File: config.mk
export PLATFORM = sky130hd
export DESIGN_NAME = voice_allocator
export DESIGN_NICKNAME = d
export VERILOG_FILES = /design/src/rtl/voice_allocator.sv
export SDC_FILE = /design/constraint.sdc
export NUM_CORES = 1
export LEC_CHECK = 0
export CELL_PAD_IN_SITES_DETAIL_PLACEMENT = 1
export CELL_PAD_IN_SITES_GLOBAL_PLACEMENT = 1
export CORE_AREA = 2 2 177 179
export DETAILED_ROUTE_END_ITERATION = 8
export DIE_AREA = 0 0 179 181
export PLACE_DENSITY = 0.82
export SLEW_MARGIN = 20
export SYNTH_ARGS = -nofsm -noshare
export SYNTH_HDL_FRONTEND = slang
export SYNTH_SLANG_ARGS = --single-unit
File: constraint.sdc
create_clock -name clk -period 12.15 [get_ports clk]
set_clock_uncertainty 0.15 [all_clocks]
set_input_delay 1.8225 -clock clk [delete_from_list [all_inputs] [get_ports clk]]
set_output_delay 1.8225 -clock clk [all_outputs]
set_load 0.01 [all_outputs]
File: src/rtl/voice_allocator.sv
// Three-slot polyphony allocator: accepts note events, keeps an age-ordered voice table and
// publishes compacted periods. Optional sustain pedal support under VOICE_ALLOCATOR_SUSTAIN_EN.
module voice_allocator #(
    parameter int NVOICE = 3,
    parameter int KEYW   = 7,
    parameter int PRDW   = 32
) (
    input  logic            clk,
    input  logic            reset,
    input  logic            ev_valid,
    output logic            ev_ready,
    input  logic            ev_on,
    input  logic [KEYW-1:0] ev_key,
    input  logic [PRDW-1:0] ev_period,
    input  logic            all_off,
`ifdef VOICE_ALLOCATOR_SUSTAIN_EN
    input  logic            sustain,
`endif
    output logic [PRDW-1:0] prd1,
    output logic [PRDW-1:0] prd2,
    output logic [PRDW-1:0] prd3,
    output logic [1:0]      notes,
    output logic            steal,
    output logic            busy
);

    // Handshake: an event transfers on a rising clk edge where ev_valid && ev_ready;
    // ev_valid may be raised at any time, ev_ready is high only in IDLE with no panic pending.
    typedef enum logic [1:0] {IDLE, APPLY, COMPACT} state_t;

    state_t          state;
    logic            ready_q;
    logic            slot_v   [NVOICE];
    logic [KEYW-1:0] slot_key [NVOICE];
    logic [PRDW-1:0] slot_per [NVOICE];
    logic [1:0]      slot_age [NVOICE];

    logic            cap_on;
    logic [KEYW-1:0] cap_key;
    logic [PRDW-1:0] cap_per;
    logic            steal_pend;

    logic            n_v   [NVOICE];
    logic [KEYW-1:0] n_key [NVOICE];
    logic [PRDW-1:0] n_per [NVOICE];
    logic [1:0]      n_age [NVOICE];
    logic            n_steal;

    logic [PRDW-1:0] c_prd [NVOICE];
    logic [1:0]      c_cnt;

    int              hit_idx, free_idx, vic_idx, tgt, pk;
    logic            hit, free;
    logic [1:0]      old_age;

`ifdef VOICE_ALLOCATOR_SUSTAIN_EN
    logic            slot_held [NVOICE];
    logic            n_held    [NVOICE];
    logic            cap_sus, cap_rel, sus_q, rel_pend;
    logic            hv_found;
    logic [1:0]      hv_age, rel_dec;
    logic            accept;
    assign ev_ready = ready_q & ~all_off & ~rel_pend;
`else
    logic            accept;
    assign ev_ready = ready_q & ~all_off;
`endif

    assign accept = ev_valid & ev_ready;
    assign busy   = (state != IDLE);

    // Next slot table, computed from the captured event and committed on the APPLY edge.
    always_comb begin
        hit      = 1'b0;
        hit_idx  = 0;
        free     = 1'b0;
        free_idx = 0;
        vic_idx  = 0;
        tgt      = 0;
        old_age  = 2'd0;
        n_steal  = 1'b0;
        c_cnt    = 2'd0;
        for (int i = 0; i < NVOICE; i++) begin
            n_v[i]   = slot_v[i];
            n_key[i] = slot_key[i];
            n_per[i] = slot_per[i];
            n_age[i] = slot_age[i];
            c_cnt    = c_cnt + {1'b0, slot_v[i]};
            if (slot_v[i] && slot_key[i] == cap_key && !hit) begin
                hit     = 1'b1;
                hit_idx = i;
            end
            if (slot_age[i] == 2'(NVOICE - 1)) vic_idx = i;
        end
        for (int i = NVOICE - 1; i >= 0; i--) begin
            if (!slot_v[i]) begin
                free     = 1'b1;
                free_idx = i;
            end
        end
`ifdef VOICE_ALLOCATOR_SUSTAIN_EN
        hv_found = 1'b0;
        hv_age   = 2'd0;
        rel_dec  = 2'd0;
        for (int i = 0; i < NVOICE; i++) begin
            n_held[i] = slot_held[i];
            if (slot_v[i] && slot_held[i] && (!hv_found || slot_age[i] > hv_age)) begin
                hv_found = 1'b1;
                hv_age   = slot_age[i];
                vic_idx  = i;
            end
        end
        if (cap_rel) begin
            for (int i = 0; i < NVOICE; i++) begin
                if (slot_v[i] && slot_held[i]) begin
                    n_v[i]    = 1'b0;
                    n_held[i] = 1'b0;
                end else if (slot_v[i]) begin
                    rel_dec = 2'd0;
                    for (int j = 0; j < NVOICE; j++)
                        if (slot_v[j] && slot_held[j] && slot_age[j] < slot_age[i])
                            rel_dec = rel_dec + 2'd1;
                    n_age[i] = slot_age[i] - rel_dec;
                end
            end
        end else
`endif
        if (cap_on) begin
            if (cap_per != '0) begin
                if (hit) begin
                    tgt     = hit_idx;
                    old_age = slot_age[hit_idx];
                end else if (free) begin
                    tgt     = free_idx;
                    old_age = c_cnt;
                end else begin
                    tgt     = vic_idx;
                    old_age = slot_age[vic_idx];
                    n_steal = 1'b1;
                end
                // Only voices newer than the refreshed slot's old position grow older.
                for (int i = 0; i < NVOICE; i++)
                    if (slot_v[i] && i != tgt && slot_age[i] < old_age)
                        n_age[i] = slot_age[i] + 2'd1;
                n_v[tgt]   = 1'b1;
                n_key[tgt] = cap_key;
                n_per[tgt] = cap_per;
                n_age[tgt] = 2'd0;
`ifdef VOICE_ALLOCATOR_SUSTAIN_EN
                n_held[tgt] = 1'b0;
`endif
            end
        end else if (hit) begin
`ifdef VOICE_ALLOCATOR_SUSTAIN_EN
            if (cap_sus) begin
                n_held[hit_idx] = 1'b1;
            end else begin
`endif
                n_v[hit_idx]   = 1'b0;
                n_age[hit_idx] = 2'd0;
                for (int i = 0; i < NVOICE; i++)
                    if (slot_v[i] && slot_age[i] > slot_age[hit_idx])
                        n_age[i] = slot_age[i] - 2'd1;
`ifdef VOICE_ALLOCATOR_SUSTAIN_EN
            end
`endif
        end
    end

    // Compaction of the committed table; valid periods fill the outputs lowest slot first.
    always_comb begin
        pk = 0;
        for (int i = 0; i < NVOICE; i++) c_prd[i] = '0;
        for (int i = 0; i < NVOICE; i++) begin
            if (slot_v[i]) begin
                c_prd[pk] = slot_per[i];
                pk        = pk + 1;
            end
        end
    end

    always_ff @(posedge clk or posedge reset) begin
        if (reset) begin
            state      <= IDLE;
            ready_q    <= 1'b0;
            cap_on     <= 1'b0;
            cap_key    <= '0;
            cap_per    <= '0;
            steal_pend <= 1'b0;
            prd1       <= '0;
            prd2       <= '0;
            prd3       <= '0;
            notes      <= 2'd0;
            steal      <= 1'b0;
            for (int i = 0; i < NVOICE; i++) begin
                slot_v[i]   <= 1'b0;
                slot_key[i] <= '0;
                slot_per[i] <= '0;
                slot_age[i] <= 2'd0;
            end
`ifdef VOICE_ALLOCATOR_SUSTAIN_EN
            cap_sus  <= 1'b0;
            cap_rel  <= 1'b0;
            sus_q    <= 1'b0;
            rel_pend <= 1'b0;
            for (int i = 0; i < NVOICE; i++) slot_held[i] <= 1'b0;
`endif
        end else if (all_off) begin
            state      <= IDLE;
            ready_q    <= 1'b1;
            steal_pend <= 1'b0;
            prd1       <= '0;
            prd2       <= '0;
            prd3       <= '0;
            notes      <= 2'd0;
            steal      <= 1'b0;
            for (int i = 0; i < NVOICE; i++) begin
                slot_v[i]   <= 1'b0;
                slot_age[i] <= 2'd0;
            end
`ifdef VOICE_ALLOCATOR_SUSTAIN_EN
            sus_q    <= sustain;
            rel_pend <= 1'b0;
            for (int i = 0; i < NVOICE; i++) slot_held[i] <= 1'b0;
`endif
        end else begin
            steal <= 1'b0;
`ifdef VOICE_ALLOCATOR_SUSTAIN_EN
            sus_q <= sustain;
            if (sus_q && !sustain) rel_pend <= 1'b1;
`endif
            case (state)
                IDLE: begin
                    ready_q <= 1'b1;
`ifdef VOICE_ALLOCATOR_SUSTAIN_EN
                    if (rel_pend) begin
                        cap_rel  <= 1'b1;
                        cap_on   <= 1'b0;
                        rel_pend <= 1'b0;
                        ready_q  <= 1'b0;
                        state    <= APPLY;
                    end else
`endif
                    if (accept) begin
                        cap_on  <= ev_on;
                        cap_key <= ev_key;
                        cap_per <= ev_period;
                        ready_q <= 1'b0;
                        state   <= APPLY;
`ifdef VOICE_ALLOCATOR_SUSTAIN_EN
                        cap_rel <= 1'b0;
                        cap_sus <= sustain;
`endif
                    end
                end
                APPLY: begin
                    for (int i = 0; i < NVOICE; i++) begin
                        slot_v[i]   <= n_v[i];
                        slot_key[i] <= n_key[i];
                        slot_per[i] <= n_per[i];
                        slot_age[i] <= n_age[i];
`ifdef VOICE_ALLOCATOR_SUSTAIN_EN
                        slot_held[i] <= n_held[i];
`endif
                    end
                    steal_pend <= n_steal;
                    state      <= COMPACT;
                end
                COMPACT: begin
                    prd1    <= c_prd[0];
                    prd2    <= c_prd[1];
                    prd3    <= c_prd[2];
                    notes   <= c_cnt;
                    steal   <= steal_pend;
                    ready_q <= 1'b1;
                    state   <= IDLE;
                end
                default: state <= IDLE;
            endcase
        end
    end

endmodule

* Yosys cells after proc, flatten, opt, wreduce, memory -nomap -nowiden
Index checks and enable logic that the tools add are counted.
** Storage, ports and cells
- Flip-flop bits (word level) :: 269
- Output and inout bits :: 101
- Input bits :: 44
- Word-level logic and storage cells :: 200
** Operators by class
- $add $sub $neg :: 9
- Bitwise gates (word level) :: 15
- $lt $le $gt $ge :: 15
- Reduce and logical (&&, ||, !) cells :: 31
- Equality and inequality tests :: 11
- Muxes and demuxes :: 96
** Operators by type and width (count)
- 2-to-1 mux 32 bit :: 19
- bitwise mux 96 bit :: 3
- demux 32 bit (select 2 bit) :: 3
- 2-to-1 mux 96 bit :: 2
- >= comparator 32 x 3 -> 1 bit (second input constant) :: 5
- NOT 32 bit :: 5
- less-than comparator 32 x 1 -> 1 bit (second input constant) :: 4
- nonzero test 32 bit :: 2
- 2-to-1 mux 2 bit :: 27
- adder 32 x 2 -> 32 bit (second input constant) :: 1
- inequality test 2 x 32 -> 1 bit (first input constant) :: 1
- inequality test 3 x 32 -> 1 bit (first input constant) :: 1
- 2-to-1 mux 6 bit :: 5
- bitwise mux 21 bit :: 1
- equality test 7 bit :: 3
- 2-to-1 mux 1 bit :: 21
- logical AND 1 bit :: 18
- 2-to-1 mux 3 bit :: 5
- demux 7 bit (select 2 bit) :: 1
- bitwise AND 6 bit :: 2
- NOT 6 bit :: 2
- binary-select mux 2 bit (select 2 bit) :: 2
- demux 2 bit (select 2 bit) :: 2
- 2-to-1 mux 7 bit :: 1
- 24 further kinds :: 41

* Logic depth before layout (Yosys ltp)
- Word-level depth :: 26
- Depth in mapped cells :: 16
- Gate-level depth less buffers :: 14

* Least setup slack after synthesis
No wires, ideal clock.
- Path type :: in2out
- From :: in all_off
- To :: out ev_ready
- Data arrival time :: 2.197 ns
- Data required time :: 10.177 ns
- Buffers on the path :: 1
- Path slack :: 7.980 ns
- Cell stages on the path :: 2
- Cell sequence :: clkbuf_1 > nor2b_1
** On the way
- Cells in the longest elaborated chain, start to end :: 2
** Ends and longest elaborated chain
- from (decl) :: line 15 : input logic all_off,
- NOT 1 bit (no line)
- bitwise AND 1 bit :: line 66 : assign ev_ready = ready_q & ~all_off;
- to (decl) :: line 11 : output logic ev_ready,
Every way passes these cells.

* Worst setup path after layout
Same ends and word-level chain as after synthesis.

==> results.md <==
- Number of global-route vias before repair: 10000
- PwrDens: 176 nW/µm²
- Clk pin slew, worst setup/hold paths: 60 ps
- Crit-path max FO: 11
- Outcome: completed
- Highest Clock Rate: 193 MHz
- Initial DRC Count: 544
- Die ar.: 32400 µm²
- Postcts setup bufs: 0
- Antenna violations before repair: 0
- Drt via density: 5.62
- Slew Viols, Final: 0
- ANT nets after route: 0
- Clock tree sinks: 269
- Asr flop ratio synth: 100%
- Max Cap Violations: 0
- Routed wire length: 34900 µm
- Hold WS: 331 ps
- Avg Inst Size Synth: 10.8 µm²
- Synth unique cells: 59
- Post-DR wirelength/cell: 21.3 µm
- Area delta synth->final: 21.9%
- Synth Warn #: 0
- RSZ-0062 raised after global routing: no
- Hold-fix buffers, CTS: 0
- IO Port Bufs: 144
- H-tree levels: 1
- Area of the mapped netlist: 12100 µm²
- Setup tns final: 0 ps
- Final worst path period share: 42.6%
- Worst Max-Slew Pin Slew: 1120 ps
- I/O pin total: 145
- 1st-pass router iterations: 5
- Multi-input logic area: 4950 µm²
- Top delay family on crit path: buffers and inverters
- Ordered cell list for the critical path: clkdlybuf4s50_1, nor2b_1, clkdlybuf4s50_1
- CTS max path bufs: 3
- Post-synth net total: 1175
- GRT Util Overall: 22.0%
- Maximum vdd drop: 0.116 mV
- # setup viols final: 0
- Cts repair resizes: 0
- Gr ovfl total: 0
- Via count: 9212
- Nets: 1284
- Storage cell area: 6730 µm²
- Number of inserted diodes: 0
- Inst Count DP: 1589
- LEAKAGE: 6.47 nW
- Post-synth EDFFs: 0
- Period minus WS final: 5170 ps
- Final Hold Fails: 0
- WP buf/inv: 2
- First-pass GRT wire length: 56500 µm
- Core area: 30300 µm²
- Synthesized flop and latch total: 269
- Root Buffer: clkbuf_16
- Die width: 179 µm
- Share of cells above drive strength 1: 14.5%
- Crit Path Class: primary input to primary output
- Total CTS buffers: 29
- Initial core utilization: 39.7%
- Die H: 181 µm
- Fill count: 3287
- GPL Wtd Cong: 0.884
- CTS tree: yes
- Sequential cell area fraction in the yosys report: 55.8%
- Pin count of the biggest net entering global routing: 197
- Worst setup SP type: primary input
- Slowest cell on the critical path: clkdlybuf4s50_1
- Final worst slack: 6980 ps
- Detailed placement HPWL: 21400 µm
- Most used cell, CP: clkdlybuf4s50_1
- CP Data Arrival Time: 3200 ps
- Hold/Removal Path Class: register to register
- CP peak stage delay: 620 ps
- Cells after synthesis: 1116
- Dpl ws: 6980 ps
- Clock Latency Late Sink: 540 ps
- Residual DRC: 0
- Primary FF master, synth: dfrtp_1
- Relative slew margins: 25.2%
- CP required: 10180 ps
- # rows: 64
- Filler-free cell count of the finished design: 1640
- Worst Setup End Kind: primary output
[routing by layer]
metal | routed length, µm | GRT usage, % | share of wire (%)
met1 | 15100 | 29.0 | 43
met4 | 705 | 5.69 | 2.0
met5 | 0 | 0 | 0
met3 | 1780 | 3.51 | 5.1
met2 | 17300 | 37.6 | 50
[area by class of cell]
cell class,instances,share of cell area [%]
inverters,16,0.460
repair buffers,156,10.7
well taps,396,3.37
clock buffers,44,5.73
flip-flops and latches,269,45.8
clock inverters,6,0.281
multi-input cells,753,33.7
[cells by family after synthesis]
family / share of synthesized area (%)
simple gates: 11.8
flops: 55.8
compound gates: 14.4
mux: 11.3
buf+inv: 3.51
xor+xnor: 1.59
fa+ha+maj: 1.62
[worst min-delay path, delay by kind of cell, from the launching register on]
kind / cells / cell delay, ps
AND/OR/NAND/NOR: 1 / 50
flip-flops: 1 / 340
AO/OA/AOI/OAI: 1 / 60
[state kept, by name, indices dropped and copies added, names as in the netlist]
name / flops
notes: 2
slot_age: 6
prd1: 32
ready_q: 1
steal_pend: 1
prd2: 32
cap_per: 32
slot_key: 21
cap_on: 1
slot_v: 3
state: 2
slot_per: 96
prd3: 32
steal: 1
cap_key: 7
[Yosys cell counts, drive strengths merged (16+ instances only)]
library cell | n | area share, %
a22o | 36 | 2.6
nand2 | 265 | 8.2
mux2 | 119 | 11
o21ai | 107 | 4.4
o211ai | 37 | 2.3
dfrtp | 269 | 56
nor2 | 17 | 0.55
buf | 26 | 1.4
clkbuf | 52 | 1.6
a22oi | 34 | 2.1
inv | 16 | 0.50
[cell usage in the layout (no fill, tap or decap), types with 4 or more instances in the layout]
cell type / instances
a211o_1: 4
a21oi_1: 13
a22o_1: 36
a22oi_1: 34
buf_4: 9
clkbuf_1: 9
clkbuf_16: 29
clkbuf_8: 6
clkdlybuf4s50_1: 144
dfrtp_1: 268
ha_1: 14
inv_1: 15
mux2_1: 12
mux2_2: 107
nand2_1: 263
nand4_1: 9
nor2_1: 15
nor2b_1: 4
nor3_1: 4
nor4_1: 10
o211ai_1: 36
o21ai_0: 107
or3_1: 5
xnor2_1: 14
xor2_1: 6
[worst paths after layout]
path	from	to	slack [ps]	depth (start not counted)
worst min register to register	prd1[18]$_DFFE_PP0P_	prd1[18]$_DFFE_PP0P_	330	2
worst max register to register	cap_key[6]$_DFFE_PP0P_	slot_age[5]$_DFFE_PP0P_	7870	12
worst max-delay path	all_off	ev_ready	6980	3
worst min-delay path	prd1[18]$_DFFE_PP0P_	prd1[18]$_DFFE_PP0P_	330	2
min in group asynchronous	reset	cap_key[3]$_DFFE_PP0P_	1600	2
max in group asynchronous	reset	slot_per[85]$_DFFE_PP0P_	8890	4
[through the flow]
step           total power [mW]  area (µm²)  util [%]
3_3_place_gp               1.73       13800      45.4
2_1_floorplan              1.57       12100         -
3_5_place_dp               1.77       13800      45.4
4_1_cts                    2.61       14700      48.3
6_report                   2.59       14700      48.4
5_1_grt                    2.73       14700      48.4
[power breakdown]
| group | switching [mW] | internal (mW) |
|---|---|---|
| registers | 0.139 | 1.05 |
| logic | 0.332 | 0.245 |
| clock network | 0.353 | 0.475 |
(Power assumes the default switching activity.)
